--- src/rtl/board_port_arbiter.sv ---
// board_port_arbiter: grants the shared single-port playfield RAM to one of the
// two block-drop engines at a time. Ownership is round-robin with a hold limit,
// and the board is only accessed while the game FSM reports "dropping".
module board_port_arbiter #(
   parameter int unsigned ADDR_W   = 9,
   parameter int unsigned DATA_W   = 4,
   parameter int unsigned MAX_HOLD = 16
) (
   input  logic              Clk,
   input  logic              Reset,
   input  logic [2:0]        game_state,
   input  logic              req0,
   input  logic              req1,
   input  logic [ADDR_W-1:0] addr0,
   input  logic [ADDR_W-1:0] addr1,
   input  logic              we0,
   input  logic              we1,
   input  logic [DATA_W-1:0] wdata0,
   input  logic [DATA_W-1:0] wdata1,
   input  logic              last0,
   input  logic              last1,
   output logic              grant0,
   output logic              grant1,
   output logic [DATA_W-1:0] rdata,
   output logic              rvalid0,
   output logic              rvalid1,
   output logic [ADDR_W-1:0] mem_addr,
   output logic              mem_we,
   output logic [DATA_W-1:0] mem_wdata,
   input  logic [DATA_W-1:0] mem_rdata,
   output logic              busy
);

   localparam int unsigned HOLD_W = (MAX_HOLD > 2) ? $clog2(MAX_HOLD) : 1;
   localparam logic [HOLD_W-1:0] HOLD_LAST = HOLD_W'(MAX_HOLD - 1);

   typedef enum logic [1:0] {IDLE, OWN0, OWN1} state_e;

   state_e            state_q, state_d;
   logic [HOLD_W-1:0] hold_cnt_q, hold_cnt_d;
   logic              last_served_q, last_served_d;
   logic              rvalid0_q, rvalid0_d;
   logic              rvalid1_q, rvalid1_d;

   logic enable;
   logic beat0, beat1;

   assign enable = (game_state == 3'b010);
   assign beat0  = (state_q == OWN0) && req0;
   assign beat1  = (state_q == OWN1) && req1;

   // State, hold counter, fairness pointer and read-return registers
   always_ff @(posedge Clk) begin
      if (Reset) begin
         state_q       <= IDLE;
         hold_cnt_q    <= '0;
         last_served_q <= 1'b1;
         rvalid0_q     <= 1'b0;
         rvalid1_q     <= 1'b0;
      end else begin
         state_q       <= state_d;
         hold_cnt_q    <= hold_cnt_d;
         last_served_q <= last_served_d;
         rvalid0_q     <= rvalid0_d;
         rvalid1_q     <= rvalid1_d;
      end
   end

   // Next-state: arbitration in IDLE, exit on last beat, hold limit or disable
   always_comb begin
      state_d       = state_q;
      hold_cnt_d    = '0;
      last_served_d = last_served_q;
      rvalid0_d     = beat0 && !we0;
      rvalid1_d     = beat1 && !we1;
      unique case (state_q)
         IDLE: begin
            if (enable) begin
               if (req0 && req1)
                  state_d = last_served_q ? OWN0 : OWN1;
               else if (req0)
                  state_d = OWN0;
               else if (req1)
                  state_d = OWN1;
            end
         end
         OWN0: begin
            // All exit causes merge into one exit, so last_served updates once
            if (!enable || (beat0 && last0) || (hold_cnt_q == HOLD_LAST)) begin
               state_d       = IDLE;
               last_served_d = 1'b0;
            end else begin
               hold_cnt_d = hold_cnt_q + 1'b1;
            end
         end
         OWN1: begin
            if (!enable || (beat1 && last1) || (hold_cnt_q == HOLD_LAST)) begin
               state_d       = IDLE;
               last_served_d = 1'b1;
            end else begin
               hold_cnt_d = hold_cnt_q + 1'b1;
            end
         end
         default: state_d = IDLE;
      endcase
   end

   // Outputs: grants from state, RAM port muxed from the current owner
   always_comb begin
      grant0    = (state_q == OWN0);
      grant1    = (state_q == OWN1);
      busy      = (state_q != IDLE);
      mem_addr  = '0;
      mem_we    = 1'b0;
      mem_wdata = '0;
      if (state_q == OWN0) begin
         mem_addr  = addr0;
         mem_we    = beat0 && we0;
         mem_wdata = wdata0;
      end else if (state_q == OWN1) begin
         mem_addr  = addr1;
         mem_we    = beat1 && we1;
         mem_wdata = wdata1;
      end
      rvalid0 = rvalid0_q;
      rvalid1 = rvalid1_q;
      rdata   = (rvalid0_q || rvalid1_q) ? mem_rdata : '0;
   end

endmodule
--- config.mk ---
export PLATFORM = sky130hd
export DESIGN_NAME = board_port_arbiter
export DESIGN_NICKNAME = d
export VERILOG_FILES = /design/src/rtl/board_port_arbiter.sv
export SDC_FILE = /design/constraint.sdc
export NUM_CORES = 1
export LEC_CHECK = 0
export ABC_AREA = 1
export CORE_ASPECT_RATIO = 0.75
export CORE_MARGIN = 4
export CORE_UTILIZATION = 28
export DETAILED_ROUTE_END_ITERATION = 8
export PLACE_DENSITY_LB_ADDON = 0.1
export SLEW_MARGIN = 25
export SYNTH_ARGS = -nofsm -noshare
export SYNTH_HDL_FRONTEND = slang
export SYNTH_SLANG_ARGS = --single-unit
--- constraint.sdc ---
create_clock -name Clk -period 1.2 [get_ports Clk]
set_input_delay 0.24 -clock Clk [delete_from_list [all_inputs] [get_ports Clk]]
set_output_delay 0.24 -clock Clk [all_outputs]
set_load 0.01 [all_outputs]
==> out/results.txt <==
Min Hold Slack: 0.4720 ns
most instantiated cells after synthesis: 40 x nand2_1, 20 x nand3_1, 12 x inv_1, 12 x nor2_1, 9 x dfxtp_1
Worst EP arrival: 1.39 ns
CP bufs+invs: 4
Synth Cell Area: 752.0 um^2
violated checks: setup timing
Pleak: 0.9415 nW
post-layout util: 80.72%
Slew @ Worst Pin: 0.2380 ns
Total GRT Usage: 20.17%
area leader, netlist: dfxtp_1
P&R area growth vs syn: 159.9%
Syn. warnings: 0
Slowest cell on crit path: dfxtp_4
top post-synthesis cells by area: dfxtp_1 24%, nand2_1 20%, nand3_1 13%, ha_1 6.7%, inv_1 6.0%
Port Buffers: 63
setup slack after layout: -0.4261 ns
fin area: 1954 um^2
worst slack at placement: -0.5771 ns
starting density of the core: 31.06%
Die Span Y: 52.88 um
first-pass GRT wire length: 5.319 mm
grt ovf: 0
Startpoint Class: flop
final setup TNS: -7.694 ns
Syn Area/Cell: 6.164 um^2
Req. time, crit path: 0.96 ns
Via density: 4.808
final WL: 3.821 mm
Synth top area share: 23.96%
top-count cell post-synth: nand2_1
RSZ-0062 raised after global routing: true
Final Power: 3.598 mW
VDD IR max: 1.578 mV
number of global-route vias before repair: 1119
status: complete, but fails checks
Worst-path clk slew: 0.06 ns
total number of vias: 1202
worst min path class: flop to flop
PwrDens: 1841 nW/um^2
min Tclk post-route: 1.626 ns
syn nets: 167
Horiz. Die Dim: 67.84 um
clk sinks: 9
Main synth FF type: dfxtp_1
Worst slew margin: 84.09%
layout cells sized above 1: 55.56%
DRC Markers: 0
HPWL Detailed: 2.306 mm
CP max stage delay: 0.36 ns
EDFF count, synth: 0
Worst Path Max Fanout: 7
fin crit share: 135.5%
CP top delay family: buffers and inverters
Worst setup EP type: output port
Post-DRT Antenna Nets: 0
number of buffers created by CTS: 3
worst skew pair latency: 0.27 ns
Setup Skew: 0.007026 ns
asr flop ratio synth: 0%
# IOs: 64
final cell count without fillers: 250
Max clock buf depth: 2
initial DRC count: 38
final setup violation count: 25
Die ar.: 3587 um^2
Max Slew Vio Count: 0
synthesis-stage register bit count: 9
Final #Nets: 262
post-synthesis cell type count: 22
Post-CTS Hold Buffers: 0
final hold vios: 0
cell count after synthesis: 122
Core Area: 2421 um^2
DRT Pass-1 Iters: 4
CTS H-tree lvls: 1
DP Cell Count: 229
fmax: 615.0 MHz
CTS tree: built
DP Area: 1550 um^2
# rows: 15
crit path cell chain: inv_4 -> ha_4 -> buf_8 -> inv_8 -> nand3_1 -> nand2_1 -> buf_2
placer congestion estimate: 0.7859
MaxCap Viol Count: 0
WL/cell: 15.28 um
initial antenna violation count: 0
Critical Setup Path Class: flop to output port
pin count of the biggest net entering global routing: 9
CTS root buffer: clkbuf_4
register area share after synthesis: 23.96%
antenna fix cells: 0
cell usage in the layout, fill, tap and decap left out, drive strengths merged, types with 2 or more instances in the layout:
cell type / n
buf: 51
nand2: 44
clkdlybuf4s50: 38
nand3: 22
inv: 15
nor2: 13
dfxtp: 9
ha: 4
clkbuf: 4
a21oi: 3
o21ai: 3
dlymetal6s2s: 2
dlygate4sd2: 2
nor3: 2
per-layer routing:
layer  vias to the layer above  share of wire [%]  global-route usage (%)
met2                        51                 49                   35.22
met1                       562                 41                   24.78
met4                         0                1.2                   3.960
li1                        583                  -                       -
met3                         6                9.1                   5.520
met5                         -                  0                       0
flip-flops by register name (all words and copies together), names as in the netlist:
| name | cells |
|---|---|
| rvalid0 | 1 |
| state_q | 2 |
| rvalid1 | 1 |
| last_served_q | 1 |
| hold_cnt_q | 4 |
final timing paths:
check | slack (ns) | from | cells after the start | end
max | -0.43 | state_q[1] | 7 | mem_wdata[3]
min | 0.47 | last_served_q | 2 | last_served_q
max reg2reg | -0.33 | state_q[1] | 10 | state_q[1]
min reg2reg | 0.47 | last_served_q | 2 | last_served_q
power breakdown:
group / internal [mW] / switching (mW) / total, mW
Clock: 0.128 / 0.110 / 0.239
Sequential: 0.367 / 0.0612 / 0.429
Combinational: 1.54 / 1.39 / 2.93
Total: 2.04 / 1.56 / 3.60
tightest hold or removal path: stages, from the launching register on:
cell	delay, ns
dfxtp_1	0.31
nand2_1	0.06
nand2_1	0.05
cell families after synthesis:
group | Yosys count | share of synthesized area, %
and+or+nand+nor | 82 | 51.42
buffers and inverters | 19 | 11.81
DFF | 9 | 23.96
AOI/OAI and AO/OA | 8 | 6.156
adders and majority gates | 4 | 6.656
area by class of cell:
| class | instances | area (um^2) |
|---|---|---|
| fillers | 149 | 466.7 |
| repair inverters | 1 | 11.26 |
| flip-flops and latches | 9 | 190.2 |
| well taps | 34 | 42.54 |
| clock buffers | 4 | 26.28 |
| multi-input cells | 95 | 726.9 |
| repair buffers | 93 | 892.1 |
| inverters | 14 | 65.06 |
what timing repair did:
item / 4_1_cts / 5_1_grt
cloned: 2 / 0
setup buffers: 12 / 4
setup endpoints to repair: 31 / 30
gates resized for setup: 147 / 27
pin swaps: 10 / 15
No activity file was read; power rests on OpenSTA's default activity.
